### src/rtl/line_mem_arbiter_if.sv
// Bus bundle for the line memory arbiter: I-cache fill port, D-cache fill and
// write-back ports, and the single backing-memory port.
interface line_mem_arbiter_if #(
    parameter int LINE_W  = 128,
    parameter int LADDR_W = 10
);
    logic               Ic_mem_req;
    logic [LADDR_W-1:0] Ic_mem_addr;
    logic [LINE_W-1:0]  F_mem_inst;
    logic               F_mem_valid;

    logic               Dc_mem_req;
    logic [LADDR_W-1:0] Dc_mem_addr;
    logic [LINE_W-1:0]  MEM_data_line;
    logic               MEM_mem_valid;

    logic               Dc_wb_we;
    logic [LADDR_W-1:0] Dc_wb_addr;
    logic [LINE_W-1:0]  Dc_wb_wline;
    logic               Dc_wb_done;

    logic               Mem_req;
    logic               Mem_we;
    logic [LADDR_W-1:0] Mem_addr;
    logic [LINE_W-1:0]  Mem_wline;
    logic [LINE_W-1:0]  Mem_rline;
    logic               Mem_done;

    modport slave (
        input  Ic_mem_req, Ic_mem_addr,
        input  Dc_mem_req, Dc_mem_addr,
        input  Dc_wb_we, Dc_wb_addr, Dc_wb_wline,
        input  Mem_rline, Mem_done,
        output F_mem_inst, F_mem_valid,
        output MEM_data_line, MEM_mem_valid,
        output Dc_wb_done,
        output Mem_req, Mem_we, Mem_addr, Mem_wline
    );

    modport master (
        output Ic_mem_req, Ic_mem_addr,
        output Dc_mem_req, Dc_mem_addr,
        output Dc_wb_we, Dc_wb_addr, Dc_wb_wline,
        output Mem_rline, Mem_done,
        input  F_mem_inst, F_mem_valid,
        input  MEM_data_line, MEM_mem_valid,
        input  Dc_wb_done,
        input  Mem_req, Mem_we, Mem_addr, Mem_wline
    );
endinterface

### src/rtl/line_mem_arbiter.sv
// Serialises I fetch, D read and D write-back onto one single-ported line memory.
// Priority WB > DRD > I, with an I-side starvation override after STARVE_LIMIT D grants.
//
//  state   | meaning
//  --------+-----------------------------------------------------------
//  IDLE    | pick one pending requester, latch its command
//  BUSY    | Mem_req held with a stable command until Mem_done
//  RESP    | one-cycle response pulse to the granted requester
module line_mem_arbiter #(
    parameter int STARVE_LIMIT = 4
) (
    input logic               clk,
    input logic               rst,
    line_mem_arbiter_if.slave bus
);
    localparam int SW = $clog2(STARVE_LIMIT + 1);
    localparam logic [SW-1:0] STREAK_MAX = SW'(STARVE_LIMIT);

    localparam logic [1:0] ST_IDLE = 2'd0;
    localparam logic [1:0] ST_BUSY = 2'd1;
    localparam logic [1:0] ST_RESP = 2'd2;

    localparam logic [1:0] G_I   = 2'd0;
    localparam logic [1:0] G_DRD = 2'd1;
    localparam logic [1:0] G_WB  = 2'd2;

    logic [1:0]    state;
    logic [1:0]    gnt;
    logic [1:0]    gnt_sel;
    logic          any_req;
    logic [SW-1:0] d_streak;

    // The starvation override only lifts I above the D side; WB vs DRD order is untouched.
    always_comb begin
        any_req = 1'b1;
        gnt_sel = G_I;
        if (bus.Ic_mem_req && (d_streak == STREAK_MAX)) begin
            gnt_sel = G_I;
        end else if (bus.Dc_wb_we) begin
            gnt_sel = G_WB;
        end else if (bus.Dc_mem_req) begin
            gnt_sel = G_DRD;
        end else if (bus.Ic_mem_req) begin
            gnt_sel = G_I;
        end else begin
            any_req = 1'b0;
        end
    end

    always_ff @(posedge clk or negedge rst) begin
        if (!rst) begin
            state             <= ST_IDLE;
            gnt               <= G_I;
            d_streak          <= '0;
            bus.Mem_req       <= 1'b0;
            bus.Mem_we        <= 1'b0;
            bus.Mem_addr      <= '0;
            bus.Mem_wline     <= '0;
            bus.F_mem_inst    <= '0;
            bus.F_mem_valid   <= 1'b0;
            bus.MEM_data_line <= '0;
            bus.MEM_mem_valid <= 1'b0;
            bus.Dc_wb_done    <= 1'b0;
        end else begin
            bus.F_mem_valid   <= 1'b0;
            bus.MEM_mem_valid <= 1'b0;
            bus.Dc_wb_done    <= 1'b0;
            case (state)
                ST_IDLE: begin
                    if (any_req) begin
                        state       <= ST_BUSY;
                        gnt         <= gnt_sel;
                        bus.Mem_req <= 1'b1;
                        case (gnt_sel)
                            G_WB: begin
                                bus.Mem_we    <= 1'b1;
                                bus.Mem_addr  <= bus.Dc_wb_addr;
                                bus.Mem_wline <= bus.Dc_wb_wline;
                            end
                            G_DRD: begin
                                bus.Mem_we    <= 1'b0;
                                bus.Mem_addr  <= bus.Dc_mem_addr;
                                bus.Mem_wline <= '0;
                            end
                            default: begin
                                bus.Mem_we    <= 1'b0;
                                bus.Mem_addr  <= bus.Ic_mem_addr;
                                bus.Mem_wline <= '0;
                            end
                        endcase
                        if (bus.Ic_mem_req && (gnt_sel != G_I)) begin
                            if (d_streak != STREAK_MAX) begin
                                d_streak <= d_streak + 1'b1;
                            end
                        end else begin
                            d_streak <= '0;
                        end
                    end
                end
                ST_BUSY: begin
                    if (bus.Mem_done) begin
                        state       <= ST_RESP;
                        bus.Mem_req <= 1'b0;
                        case (gnt)
                            G_WB: begin
                                bus.Dc_wb_done <= 1'b1;
                            end
                            G_DRD: begin
                                bus.MEM_data_line <= bus.Mem_rline;
                                bus.MEM_mem_valid <= 1'b1;
                            end
                            default: begin
                                bus.F_mem_inst  <= bus.Mem_rline;
                                bus.F_mem_valid <= 1'b1;
                            end
                        endcase
                    end
                end
                ST_RESP: begin
                    state <= ST_IDLE;
                end
                default: begin
                    state <= ST_IDLE;
                end
            endcase
        end
    end
endmodule

### src/flat_wrapper.sv
// flat-port wrapper written by rule: the top's interface ports become plain ports
module line_mem_arbiter_flat 
#(
    parameter int STARVE_LIMIT = 4
)
  (clk, rst, bus_Ic_mem_req, bus_Ic_mem_addr, bus_Dc_mem_req, bus_Dc_mem_addr, bus_Dc_wb_we, bus_Dc_wb_addr, bus_Dc_wb_wline, bus_Mem_rline, bus_Mem_done, bus_F_mem_inst, bus_F_mem_valid, bus_MEM_data_line, bus_MEM_mem_valid, bus_Dc_wb_done, bus_Mem_req, bus_Mem_we, bus_Mem_addr, bus_Mem_wline);
  line_mem_arbiter_if #(.LINE_W((128)), .LADDR_W((10))) bus_i ();
  input logic clk;
  input logic rst;
  input wire logic [$bits(bus_i.Ic_mem_req)-1:0] bus_Ic_mem_req;
  input wire logic [$bits(bus_i.Ic_mem_addr)-1:0] bus_Ic_mem_addr;
  input wire logic [$bits(bus_i.Dc_mem_req)-1:0] bus_Dc_mem_req;
  input wire logic [$bits(bus_i.Dc_mem_addr)-1:0] bus_Dc_mem_addr;
  input wire logic [$bits(bus_i.Dc_wb_we)-1:0] bus_Dc_wb_we;
  input wire logic [$bits(bus_i.Dc_wb_addr)-1:0] bus_Dc_wb_addr;
  input wire logic [$bits(bus_i.Dc_wb_wline)-1:0] bus_Dc_wb_wline;
  input wire logic [$bits(bus_i.Mem_rline)-1:0] bus_Mem_rline;
  input wire logic [$bits(bus_i.Mem_done)-1:0] bus_Mem_done;
  output wire logic [$bits(bus_i.F_mem_inst)-1:0] bus_F_mem_inst;
  output wire logic [$bits(bus_i.F_mem_valid)-1:0] bus_F_mem_valid;
  output wire logic [$bits(bus_i.MEM_data_line)-1:0] bus_MEM_data_line;
  output wire logic [$bits(bus_i.MEM_mem_valid)-1:0] bus_MEM_mem_valid;
  output wire logic [$bits(bus_i.Dc_wb_done)-1:0] bus_Dc_wb_done;
  output wire logic [$bits(bus_i.Mem_req)-1:0] bus_Mem_req;
  output wire logic [$bits(bus_i.Mem_we)-1:0] bus_Mem_we;
  output wire logic [$bits(bus_i.Mem_addr)-1:0] bus_Mem_addr;
  output wire logic [$bits(bus_i.Mem_wline)-1:0] bus_Mem_wline;
  assign bus_i.Ic_mem_req = bus_Ic_mem_req;
  assign bus_i.Ic_mem_addr = bus_Ic_mem_addr;
  assign bus_i.Dc_mem_req = bus_Dc_mem_req;
  assign bus_i.Dc_mem_addr = bus_Dc_mem_addr;
  assign bus_i.Dc_wb_we = bus_Dc_wb_we;
  assign bus_i.Dc_wb_addr = bus_Dc_wb_addr;
  assign bus_i.Dc_wb_wline = bus_Dc_wb_wline;
  assign bus_i.Mem_rline = bus_Mem_rline;
  assign bus_i.Mem_done = bus_Mem_done;
  assign bus_F_mem_inst = bus_i.F_mem_inst;
  assign bus_F_mem_valid = bus_i.F_mem_valid;
  assign bus_MEM_data_line = bus_i.MEM_data_line;
  assign bus_MEM_mem_valid = bus_i.MEM_mem_valid;
  assign bus_Dc_wb_done = bus_i.Dc_wb_done;
  assign bus_Mem_req = bus_i.Mem_req;
  assign bus_Mem_we = bus_i.Mem_we;
  assign bus_Mem_addr = bus_i.Mem_addr;
  assign bus_Mem_wline = bus_i.Mem_wline;
  line_mem_arbiter #(.STARVE_LIMIT(STARVE_LIMIT)) u_core (.clk(clk), .rst(rst), .bus(bus_i));
endmodule
### config.mk
export PLATFORM = sky130hd
export DESIGN_NAME = line_mem_arbiter_flat
export DESIGN_NICKNAME = d
export VERILOG_FILES = /design/src/rtl/line_mem_arbiter_if.sv /design/src/rtl/line_mem_arbiter.sv /design/src/flat_wrapper.sv
export SDC_FILE = /design/constraint.sdc
export NUM_CORES = 1
export LEC_CHECK = 0
export ABC_AREA = 1
export BUFFER_PORTS_ARGS = -buffer_cell sky130_fd_sc_hd__buf_2
export CORE_AREA = 2 2 268 270
export DETAILED_ROUTE_END_ITERATION = 8
export DIE_AREA = 0 0 270 272
export PLACE_DENSITY_LB_ADDON = 0.2
export SETUP_SLACK_MARGIN = 0.15
export SLEW_MARGIN = 25
export SYNTH_ARGS = -nofsm -noshare
export SYNTH_HDL_FRONTEND = slang
export SYNTH_SLANG_ARGS = --single-unit
### constraint.sdc
create_clock -name clk -period 2.2 [get_ports clk]
set_input_delay 0.22 -clock clk [delete_from_list [all_inputs] [get_ports clk]]
set_output_delay 0.22 -clock clk [all_outputs]
set_load 0.005 [all_outputs]
After elaboration in Yosys (flattened, before gate mapping)
Cells that the tools add are included.
{ "classes": {"n_eq_ne": 10, "n_reduce_logical": 12, "n_lt_le_gt_ge": 0, "multipliers": 0, "bitwise_logic": 1, "n_addsub": 1, "div": 0, "shift": 0, "mux": 27} }
{ "ops": {"columns": ["operator", "count"], "rows": [
  ["$mux W128", 1],
  ["$pmux W10 S2", 1],
  ["$mux W1", 17],
  ["$reduce_and A3 Y1", 4],
  ["$mux W2", 4],
  ["$eq A2 B1 Y1 const B", 3],
  ["$mux W3", 2],
  ["$eq A2 B2 Y1 const B", 2],
  ["$ne A2 B2 Y1 const B", 2],
  ["$pmux W2 S2", 1],
  ["$reduce_and A2 Y1", 2],
  ["$reduce_bool A2 Y1", 2],
  ["$add A3 B1 Y3 const B", 1],
  ["$eq A3 B3 Y1 const B", 1],
  ["$ne A3 B3 Y1 const B", 1],
  ["$logic_and A1 B1 Y1", 2],
  ["$logic_not A2 Y1", 1],
  ["$ne A2 B1 Y1 const B", 1],
  ["$pmux W1 S2", 1],
  ["$reduce_or A2 Y1", 1],
  ["$not A1 Y1", 1]
]} }
{ "totals": {"inputBits": 292, "rom_bits": 0, "n_memories": 0, "latch_bits": 0, "regBits": 406, "ramBits": 0} }

Longest topological paths before layout
Gate-level depths: netlist of the first run.
{ "depth": {"depth_word": 7, "mapped_depth": 11, "ltp_nobuf": 11} }

Least setup slack after synthesis of the first run
Ideal clock, no wire load.
{ "synth_timing": {"path_type": "register to register", "startpoint": "register u_core.d_streak[0]", "endpoint": "register u_core.bus.Mem_addr[0]", "t_required_ns": 2.083, "path_stages_with_launch": 12, "arrival_time_ns": 1.674, "n_path_buf": 1, "setup_time_ns": 0.117, "path_slack_ns": 0.408, "cell_sequence": "dfrtp_1 -> inv_1 -> ha_1 -> nand3_1 -> nand3_1 -> inv_1 -> ha_1 -> inv_1 -> clkbuf_1 -> nand3_1 -> nand3_1 -> nand2_1"} }
{ "synth_between": {"elab_chain_cells": 5} }
{ "synth_rtl": {"columns": ["element", "line", "text"], "rows": [
  ["start, declared", "line_mem_arbiter.sv:31", "logic [SW-1:0] d_streak;"],
  ["start signal, assigned", "line_mem_arbiter.sv:93", "d_streak <= d_streak + 1'b1;"],
  ["$eq A3 B3 Y1 (*)", "line_mem_arbiter.sv:37", "if (bus.Ic_mem_req && (d_streak == STREAK_MAX)) begin"],
  ["$logic_and A1 B1 Y1 (*)", "line_mem_arbiter.sv:37", null],
  ["$mux W2 (*)", "line_mem_arbiter.sv:37", null],
  ["via u_core.gnt_sel[0]", "line_mem_arbiter.sv:29", "logic [1:0] gnt_sel;"],
  ["$eq A2 B1 Y1 or $eq A2 B2 Y1 (tied branches)", "line_mem_arbiter.sv:74", "case (gnt_sel)"],
  ["$pmux W10 S2 (*)", "line_mem_arbiter.sv:74", null],
  ["end signal, assigned", "line_mem_arbiter.sv:77", "bus.Mem_addr <= bus.Dc_wb_addr;"],
  ["end signal, assigned", "line_mem_arbiter.sv:82", "bus.Mem_addr <= bus.Dc_mem_addr;"],
  ["end signal, assigned", "line_mem_arbiter.sv:87", "bus.Mem_addr <= bus.Ic_mem_addr;"],
  ["end, declared", "line_mem_arbiter_if.sv:37", "output Mem_req, Mem_we, Mem_addr, Mem_wline"]
]} }
The timed path passes the listed nets; every way through them passes the cells marked *.
A chain may end at the register's enable or synchronous reset.

Worst setup path in the final report of the first run
{ "layout_timing": {"startpoint": "register u_core.d_streak[0]", "endpoint": "register u_core.bus.Mem_addr[9]"} }
The elaborated chain is that of the path after synthesis.

==> results.yml, run 1 <==
clocking:
  numCtsBuffers: 47
  cts-root-to-sink-buffers: 3
  clock_sinks: 406
  path_clk_slew_ps: 60
  insertion_delay_of_the_later_clocked_pin_in_the_worst_skew_pair_ps: 570
  cts_tree: "done"
  cts-root-buf: "sky130_fd_sc_hd__clkbuf_16"
  htreeDepth: 2
drt:
  remaining_drc_errors: 0
  antenna_left: 0
  detail_route.wl_per_cell_um: 15.6
  routed_wl_um: 56800
  drt-vias-per-instance: 4.08
  drt-pass1-iter-count: 5
  num_vias: 14900
  drt_first_iter_violations: 734
worst_hold_path:
  worst_hold_path_type: "input pin to register"
  min-delay-start: "bus_Ic_mem_req"
worst_setup_path:
  startpoint_type: "register"
  startpoint: "u_core.d_streak[0]$_DFFE_PN0P_"
  critical_path_class: "register to register"
  cp.required_ps: 2660
  crit_path_end_kind: "register"
  critical_path_peak_fanout: 5
  data_arrival_time_of_the_critical_path_ps: 2390
  start_of_the_worst_register_to_register_path: "u_core.d_streak[0]$_DFFE_PN0P_"
timing:
  grt_setup_unrepaired: "false"
  tns_ps: 0
  finalHoldViolations: 0
  fmaxAchievable_mhz: 519
  post-route-min-period_ps: 1930
  maxSlewHeadroom_pct: 59.9
  slew_violations: 0
  setup-violations-final: 0
  layout_worst_path_cycle_share_pct: 87.5
  worst_clock_skew_ps: 10.6
  tightestPinTransition_ps: 602
placed_design:
  port_buffers: 690
  dpl.cell_count: 3261
  detailed_place.area_mm2: 0.0210
  dp_hpwl_um: 40700
  gp_congestion: 0.863
final_layout:
  mostFrequentLayoutCell: "sky130_fd_sc_hd__buf_2"
  drive_above_1_share_pct: 36.7
  instances_no_fill: 3644
  nets: 2958
  layout.cell_area.non_filler_mm2: 0.0256
  mostFrequentLayoutCells: "sky130_fd_sc_hd__buf_2 (689), sky130_fd_sc_hd__nand2_1 (573), sky130_fd_sc_hd__dfrtp_1 (406)"
  filler_cell_count: 7273
  area.growth.synth_to_final_pct: 54.6
synth:
  synth_compound_gate_area_share_pct: 15.0
  avgSynthCellArea_um2: 9.88
  synthesis.instances: 1674
  synth-xor-area-share_pct: 0.0530
  syn-cell-area_mm2: 0.0165
  synthDistinctLibCells: 20
  synth.mux.area_fraction_pct: 0
  synthAdderAreaFrac_pct: 0.530
  ys_warn_count: 0
  synth_top_family_by_area: "compound AO/OA/AOI/OAI gates"
  synth_sequential_area_ratio_pct: 61.4
  synth.ff_latch_count: 406
  syn-num-nets: 1973
  synth_simple_gate_area_share_pct: 14.6
power_and_ir_drop:
  power.static_leakage_nw: 13.4
  power_per_cell_area_mw_per_mm2: 1240
  irDropWorstVdd_mv: 0.518
die:
  initial_utilization_pct: 23.4
  fp.dieArea_mm2: 0.0734
  ioPinCount: 691
  placementRows: 98
  fp.dieW_um: 270
  core_region_area_mm2: 0.0708
  die_y_um: 272
global_routing:
  overflow: 0
  grt_first_pass_wirelength_um: 88200
  grt_start_max_net_pins: 64
  first_global_vias: 15400
  groute.usage.overall_pct: 15.1
  antenna_found_initial: 6
flow_run:
  max_capacitance_violation_total: 0
run_status:
  outcome: "completed"
==> what timing repair did <==
action / 4_1_cts / 5_1_grt
resized for setup: 0 / 6
hold endpoints to repair: 441 / 0
buffers inserted: 0 / 8
hold buffers: 289 / 0
endpoints found under the setup margin: 0 / 62
==> path summary, 6_finish.rpt <==
kind | end | slack [ps] | cells past startpoint
hold reg to reg | u_core.bus.F_mem_inst[59]$_DFFE_PN0P_ | 470 | 2
setup / recovery | u_core.bus.Mem_addr[9]$_DFFE_PN0P_ | 270 | 10
setup reg to reg | u_core.bus.Mem_addr[9]$_DFFE_PN0P_ | 270 | 10
hold / removal | u_core.d_streak[2]$_DFFE_PN0P_ | 80 | 5
min in group asynchronous | u_core.bus.F_mem_inst[16]$_DFFE_PN0P_ | 240 | 2
max in group asynchronous | u_core.bus.Mem_wline[39]$_DFFE_PN0P_ | 1180 | 3
==> layer usage <==
metal / wire (um) / GRT usage (%) / share of wire (%) / vias to the layer above
met5: 67 / 0 / 0.12 / -
met2: 27500 / 26.0 / 48 / 550
met3: 4450 / 4.65 / 7.8 / 134
met4: 2160 / 5.79 / 3.8 / 10
li1: - / - / - / 7271
met1: 22600 / 17.5 / 40 / 6913
==> power breakdown <==
part | leakage [nW] | switching [mW] | internal [mW]
Clock | 0.755 | 3.20 | 4.69
Combinational | 7.48 | 6.30 | 5.05
Sequential | 5.21 | 1.79 | 10.8
==> worst max-delay path, cell delays in order (launching register included) <==
cell	delay, ps
sky130_fd_sc_hd__dfrtp_1	400
sky130_fd_sc_hd__inv_1	60
sky130_fd_sc_hd__ha_1	150
sky130_fd_sc_hd__nand3_1	110
sky130_fd_sc_hd__nand3_1	110
sky130_fd_sc_hd__inv_1	70
sky130_fd_sc_hd__ha_4	310
sky130_fd_sc_hd__clkinvlp_4	150
sky130_fd_sc_hd__or2_2	310
sky130_fd_sc_hd__nand3_1	90
sky130_fd_sc_hd__nand2_1	60
==> layout make-up <==
| type | count | area [um^2] | share of cell area [%] |
|---|---|---|---|
| timing repair inverter | 2 | 15.0 | 0.0587 |
| tap | 950 | 1190 | 4.65 |
| multi-input combinational | 1017 | 5060 | 19.8 |
| antenna | 1 | 2.50 | 0.00979 |
| clock buffer | 70 | 1380 | 5.41 |
| clock inverter | 13 | 164 | 0.641 |
| timing repair buffer | 1039 | 7040 | 27.5 |
| sequential | 406 | 10200 | 39.7 |
| inverter | 146 | 552 | 2.16 |
==> cells in the mapped netlist <==
cell                       instances  area [um^2]
sky130_fd_sc_hd__buf_6            49          552
sky130_fd_sc_hd__or2_2            10         62.6
sky130_fd_sc_hd__inv_1           144          541
sky130_fd_sc_hd__nand2_4           2         22.5
sky130_fd_sc_hd__inv_2             2         7.51
sky130_fd_sc_hd__o21ai_2         144         1260
sky130_fd_sc_hd__nand2_2           2         12.5
sky130_fd_sc_hd__a21oi_1           1         5.00
sky130_fd_sc_hd__xnor2_1           1         8.76
sky130_fd_sc_hd__buf_4            10         75.1
sky130_fd_sc_hd__nor2_8            1         20.0
sky130_fd_sc_hd__nand2_1         574         2150
sky130_fd_sc_hd__nand3_1          23          115
sky130_fd_sc_hd__o21ai_0         168          841
sky130_fd_sc_hd__ha_1              7         87.6
sky130_fd_sc_hd__clkbuf_1         20         75.1
sky130_fd_sc_hd__dfrtp_1         406        10200
sky130_fd_sc_hd__nor2_1            8         30.0
sky130_fd_sc_hd__o21ai_1          76          380
sky130_fd_sc_hd__buf_2            26          130
==> sequential cells by signal, indices dropped and copies added, names as in the netlist <==
name	cells
u_core.bus.F_mem_valid	1
u_core.state	2
u_core.bus.MEM_mem_valid	1
u_core.bus.Mem_addr	10
u_core.bus.Dc_wb_done	1
u_core.bus.MEM_data_line	128
u_core.bus.Mem_wline	128
u_core.bus.Mem_we	1
u_core.bus.F_mem_inst	128
u_core.bus.Mem_req	1
u_core.d_streak	3
u_core.gnt	2
==> kinds of logic after synthesis <==
logic type / Yosys count
AO/OA/AOI/OAI: 389
buffers and inverters: 251
AND/OR/NAND/NOR: 620
XOR/XNOR: 1
flip-flops: 406
adder cells (fa/ha/maj): 7
==> stage by stage <==
step	hold slack [ps]	power (mW)	util [%]	setup WS [ps]
3_3_place_gp	232	23.6	29.7	240
5_1_grt	72.4	34.3	36.1	151
2_1_floorplan	-75.6	18.2	-	408
3_5_place_dp	239	23.8	29.7	176
6_report	80.5	31.8	36.1	274
4_1_cts	34.6	32.3	36.0	193
(Power assumes the default switching activity.)
==> inputs of run 2 (changes only) <==
RECOVER_POWER = 25   (was not set)
==> results.yml, run 2 (synthesis gave the netlist of run 1 again) <==
run_status:
  outcome: "completed"
placed_design:
  gp_congestion: 0.863
  detailed_place.area_mm2: 0.0210
  dpl.cell_count: 3261
  dp_hpwl_um: 40700
  port_buffers: 690
worst_setup_path:
  data_arrival_time_of_the_critical_path_ps: 2380
  crit_cells: 10
  timing.critical_path.max_delay_family: "simple AND/OR/NAND/NOR gates"
  timing.critical_path.mode_cell: "sky130_fd_sc_hd__nand3_1"
  startpoint_type: "register"
  cp_cell_sequence: "inv_1 > ha_1 > nand3_1 > nand3_1 > inv_1 > ha_4 > clkinvlp_4 > or2_2 > nand3_1 > nand2_1"
  critical_path_peak_fanout: 5
  critical_path_class: "register to register"
  worst_setup_path_endpoint: "u_core.bus.Mem_addr[9]$_DFFE_PN0P_"
  cp_num_buf_inv: 3
  crit_path_end_kind: "register"
  timing.critical_path.slowest_stage_cell: "sky130_fd_sc_hd__dfrtp_1"
  cp_slowest_stage_delay_ps: 400
  reg2regPathDepth: 10
  startpoint: "u_core.d_streak[0]$_DFFE_PN0P_"
  cp.required_ps: 2660
  reg2reg_setup_slack_ps: 280
  ff_to_ff_end: "u_core.bus.Mem_addr[9]$_DFFE_PN0P_"
  start_of_the_worst_register_to_register_path: "u_core.d_streak[0]$_DFFE_PN0P_"
clocking:
  clock_sinks: 406
  path_clk_slew_ps: 60
  cts_tree: "done"
  numCtsBuffers: 47
  cts-root-buf: "sky130_fd_sc_hd__clkbuf_16"
  cts-root-to-sink-buffers: 3
  htreeDepth: 2
  insertion_delay_of_the_later_clocked_pin_in_the_worst_skew_pair_ps: 570
timing:
  grt_setup_unrepaired: "false"
  tns_ps: 0
  layout_worst_path_cycle_share_pct: 87.4
  post-route-min-period_ps: 1920
  slew_violations: 0
  setup-violations-final: 0
  worst_clock_skew_ps: 11.5
  maxSlewHeadroom_pct: 21.2
  tightestPinTransition_ps: 1180
  finalHoldViolations: 0
  final.hold.worst_slack_ps: 79.1
  fmaxAchievable_mhz: 520
drt:
  drt-pass1-iter-count: 5
  num_vias: 14900
  remaining_drc_errors: 0
  routed_wl_um: 56800
  antenna_left: 0
  drt-vias-per-instance: 4.08
  drt_first_iter_violations: 700
  detail_route.wl_per_cell_um: 15.6
global_routing:
  grt_start_max_net_pins: 64
  antenna_found_initial: 6
  overflow: 0
  grt_first_pass_wirelength_um: 88200
  groute.usage.overall_pct: 15.1
  first_global_vias: 15400
power_and_ir_drop:
  comb_power_share_pct: 35.7
  power_frac_clock_pct: 24.8
  switching_share_pct: 35.5
  p_sw_mw: 11.3
  power.static_leakage_nw: 13.4
  irDropWorstVdd_mv: 0.517
  power.sequential.fraction_pct: 39.5
  power_report.internal_total_mw: 20.5
  power_per_cell_area_mw_per_mm2: 1250
worst_hold_path:
  min-delay-start: "bus_Ic_mem_req"
  worst_hold_path_type: "input pin to register"
final_layout:
  layout.cell_area.non_filler_mm2: 0.0255
  area.growth.synth_to_final_pct: 54.0
  instances_no_fill: 3644
  largest_registers: "u_core.bus.F_mem_inst: 128 flops, u_core.bus.MEM_data_line: 128 flops, u_core.bus.Mem_wline: 128 flops"
  mostFrequentLayoutCells: "sky130_fd_sc_hd__buf_2 (689), sky130_fd_sc_hd__nand2_1 (573), sky130_fd_sc_hd__dfrtp_1 (406)"
  mostFrequentLayoutCell: "sky130_fd_sc_hd__buf_2"
  nets: 2958
  drive_above_1_share_pct: 36.4
  final_util_pct: 36.0
die:
  initial_utilization_pct: 23.4
  ioPinCount: 691
  fp.dieArea_mm2: 0.0734
  core_region_area_mm2: 0.0708
  fp.dieW_um: 270
  placementRows: 98
  die_y_um: 272
flow_run:
  max_capacitance_violation_total: 0
==> run 2: cell count changes in the layout (fill, tap and decap cells not counted), sizes merged <==
cell and delta:
clkbuf +13, buf -13
==> run 2: how the worst min path moves through the flow <==
stage                                                        to  slack, ps  depth (start not counted)
after CTS                        u_core.d_streak[2]$_DFFE_PN0P_         30                          5
after global placement    u_core.bus.F_mem_inst[16]$_DFFE_PN0P_        230                          1
final                            u_core.d_streak[1]$_DFFE_PN0P_         80                          5
after detailed placement  u_core.bus.F_mem_inst[16]$_DFFE_PN0P_        240                          1
after floorplan                 u_core.bus.Dc_wb_done$_DFF_PN0_        -80                          0
after global routing                  u_core.gnt[0]$_DFFE_PN0P_         70                          4
==> run 2: per-layer routing <==
| layer | track usage, % | up-vias | wire length, um |
|---|---|---|---|
| met5 | 0 | - | 67 |
| met4 | 5.79 | 10 | 2190 |
| met3 | 4.65 | 138 | 4470 |
| met2 | 26.0 | 550 | 27500 |
| met1 | 17.5 | 6893 | 22500 |
| li1 | - | 7268 | - |
==> run 2: worst min-delay path: stages <==
cell,delay (ps)
sky130_fd_sc_hd__buf_2,120
sky130_fd_sc_hd__nand2_1,120
sky130_fd_sc_hd__nor2_1,50
sky130_fd_sc_hd__nand2_1,50
sky130_fd_sc_hd__nand2_1,40
==> run 2: through the flow <==
step / setup slack [ps] / total power [mW]
floorplan: 408 / 18.2
global placement: 240 / 23.6
detailed placement: 176 / 23.8
CTS: 193 / 32.3
global route: 142 / 34.2
finish: 278 / 31.8
==> run 2: power groups by stage <==
stage	clock, mW	combinational [mW]	sequential [mW]
floorplan	0	5.38	12.8
global placement	0	11.0	12.6
detailed placement	0	11.2	12.6
CTS	8.19	11.6	12.6
global route	8.49	12.8	13.0
finish	7.89	11.3	12.6
==> run 2: final cells by class <==
cell class | instances | area, um^2
fill | 7289 | 45300
tap | 950 | 1190
sequential | 406 | 10200
timing repair inverter | 2 | 15.0
multi-input combinational | 1017 | 5060
clock buffer | 70 | 1380
timing repair buffer | 1039 | 6950
inverter | 146 | 552
clock inverter | 13 | 164
antenna | 1 | 2.50
==> run 2: repair_timing <==
action,4_1_cts,5_1_grt
gates resized for setup,0,6
buffers inserted,0,8
endpoints found under the hold margin,441,0
hold buffers,289,0
endpoints found under the setup margin,0,62
==> inputs of run 3 (changes only) <==
REMOVE_ABC_BUFFERS = 1   (was not set)
==> results.yml, run 3 (synthesis gave the netlist of run 1 again) <==
worst_hold_path:
  worstHoldPathCells: 3
  hold_path_end: "u_core.gnt[1]$_DFFE_PN0P_"
  worst_hold_path_type: "input pin to register"
  min-delay-start: "bus_Dc_wb_we"
timing:
  final.hold.worst_slack_ps: 42.8
  maxSlewHeadroom_pct: -10.4
  tns_ps: 0
  finalHoldViolations: 0
  slew_violations: 49
  tightestPinTransition_ps: 1660
  layout_worst_path_cycle_share_pct: 88.6
  setup-violations-final: 0
  fmaxAchievable_mhz: 513
  grt_setup_unrepaired: "true"
  worst_clock_skew_ps: 15.4
  post-route-min-period_ps: 1950
drt:
  num_vias: 15000
  antenna_left: 0
  detail_route.wl_per_cell_um: 16.5
  drt_first_iter_violations: 850
  routed_wl_um: 60200
  drt-pass1-iter-count: 5
  drt-vias-per-instance: 4.11
  remaining_drc_errors: 0
die:
  fp.dieArea_mm2: 0.0734
  fp.dieW_um: 270
  core_region_area_mm2: 0.0708
  placementRows: 98
  ioPinCount: 691
  initial_utilization_pct: 23.4
  die_y_um: 272
global_routing:
  groute.usage.overall_pct: 16.0
  gr-usage-met2_pct: 26.8
  grt_start_max_net_pins: 75
  globalRouteMet3Util_pct: 5.25
  grt_use_met1_pct: 19.1
  overflow: 0
  busiest_layer: "met2"
  first_global_vias: 15600
  antenna_found_initial: 2
  grt_first_pass_wirelength_um: 93000
power_and_ir_drop:
  power_per_cell_area_mw_per_mm2: 1260
  power.static_leakage_nw: 13.4
  irDropWorstVdd_mv: 0.810
final_layout:
  largest_registers: "u_core.bus.F_mem_inst: 128 flops, u_core.bus.MEM_data_line: 128 flops, u_core.bus.Mem_wline: 128 flops"
  area.growth.synth_to_final_pct: 54.2
  mostFrequentLayoutCells: "sky130_fd_sc_hd__buf_2 (689), sky130_fd_sc_hd__nand2_1 (573), sky130_fd_sc_hd__dfrtp_1 (406)"
  drive_above_1_share_pct: 36.6
  instances_no_fill: 3644
  mostFrequentLayoutCell: "sky130_fd_sc_hd__buf_2"
  filler_cell_count: 7295
  nets: 2955
  final_util_pct: 36.1
placed_design:
  dpl.cell_count: 3266
  dp_hpwl_um: 44100
  port_buffers: 690
  gp_congestion: 0.950
flow_run:
  max_capacitance_violation_total: 1
run_status:
  failed_checks: "max-capacitance violations, max-slew violations"
  outcome: "complete, but fails checks"
clocking:
  insertion_delay_of_the_later_clocked_pin_in_the_worst_skew_pair_ps: 580
  numCtsBuffers: 48
  cts_tree: "done"
  clock_sinks: 406
  htreeDepth: 2
  path_clk_slew_ps: 60
  cts-root-to-sink-buffers: 3
  cts-root-buf: "sky130_fd_sc_hd__clkbuf_16"
  cts_setup_buffers: 0
worst_setup_path:
  crit_path_end_kind: "register"
  startpoint_type: "register"
  reg2regPathDepth: 10
  critical_path_class: "register to register"
  data_arrival_time_of_the_critical_path_ps: 2420
  ff_to_ff_end: "u_core.bus.Mem_addr[7]$_DFFE_PN0P_"
  critical_path_peak_fanout: 5
  reg2reg_setup_slack_ps: 250
  cp.required_ps: 2670
  start_of_the_worst_register_to_register_path: "u_core.d_streak[0]$_DFFE_PN0P_"
run 3: cell types whose count changed in the layout (fill, tap and decap cells not counted), sizes merged:
cell         previous run  this run
bufinv                  3         2
diode                   1         2
clkbuf                 84        81
buf                   736       741
inv                   146       147
clkinv                  7         5
dlygate4sd3           289       288
run 3: worst max-delay path: stages, from the launching register on:
cell                         delay (ps)
sky130_fd_sc_hd__dfrtp_1            410
sky130_fd_sc_hd__inv_1               70
sky130_fd_sc_hd__ha_1               170
sky130_fd_sc_hd__nand3_2            100
sky130_fd_sc_hd__nand3_2             80
sky130_fd_sc_hd__inv_1               60
sky130_fd_sc_hd__ha_4               320
sky130_fd_sc_hd__clkinvlp_4         150
sky130_fd_sc_hd__or2_2              310
sky130_fd_sc_hd__nand3_1            100
sky130_fd_sc_hd__nand2_1             60
run 3: routing by layer:
metal	part of all wire, %	routed length (um)
met2	47	28500
met5	0	0
met1	41	24700
met3	8.1	4880
met4	3.6	2190
run 3: cell type report:
type,instances,area [um^2],share of cell area [%]
well taps,950,1190,4.66
flip-flops and latches,406,10200,39.8
multi-input cells,1017,5070,19.9
clock inverters,11,143,0.559
repair buffers,1035,6980,27.4
diodes,2,5.00,0.0196
clock buffers,75,1400,5.50
repair inverters,2,15.0,0.0588
inverters,146,552,2.16
run 3: timing repair:
action                     in CTS  in global routing
hold endpoints to repair      472                  0
hold buffers                  288                  0
setup endpoints to repair       0                 23
gates resized for setup         0                  8
run 3: power by group:
| group | switching, mW | leakage [nW] | internal (mW) |
|---|---|---|---|
| Sequential | 1.80 | 5.21 | 10.8 |
| Clock | 3.25 | 0.748 | 4.61 |
| Combinational | 6.55 | 7.45 | 5.08 |
run 3: worst max path at each step:
| stage | startpoint | to | cells after the start |
|---|---|---|---|
| finish | u_core.d_streak[0]$_DFFE_PN0P_ | u_core.bus.Mem_addr[7]$_DFFE_PN0P_ | 10 |
| global route | rst | u_core.bus.MEM_data_line[69]$_DFFE_PN0P_ | 3 |
| CTS | u_core.d_streak[0]$_DFFE_PN0P_ | u_core.bus.Mem_addr[5]$_DFFE_PN0P_ | 9 |
| detailed placement | u_core.d_streak[0]$_DFFE_PN0P_ | u_core.bus.Mem_addr[5]$_DFFE_PN0P_ | 9 |
| global placement | u_core.d_streak[0]$_DFFE_PN0P_ | u_core.bus.Mem_addr[4]$_DFFE_PN0P_ | 10 |
| floorplan | u_core.d_streak[0]$_DFFE_PN0P_ | u_core.bus.Mem_addr[0]$_DFFE_PN0P_ | 10 |
run 3: metrics by stage:
stage / total power [mW] / worst slack, ps / instance area [um^2]
4_1_cts: 32.6 / 163 / 25500
5_1_grt: 34.4 / 96.3 / 25500
3_5_place_dp: 24.0 / 158 / 21100
3_3_place_gp: 23.9 / 237 / 21100
2_1_floorplan: 17.3 / -1420 / 15700
6_report: 32.1 / 250 / 25500
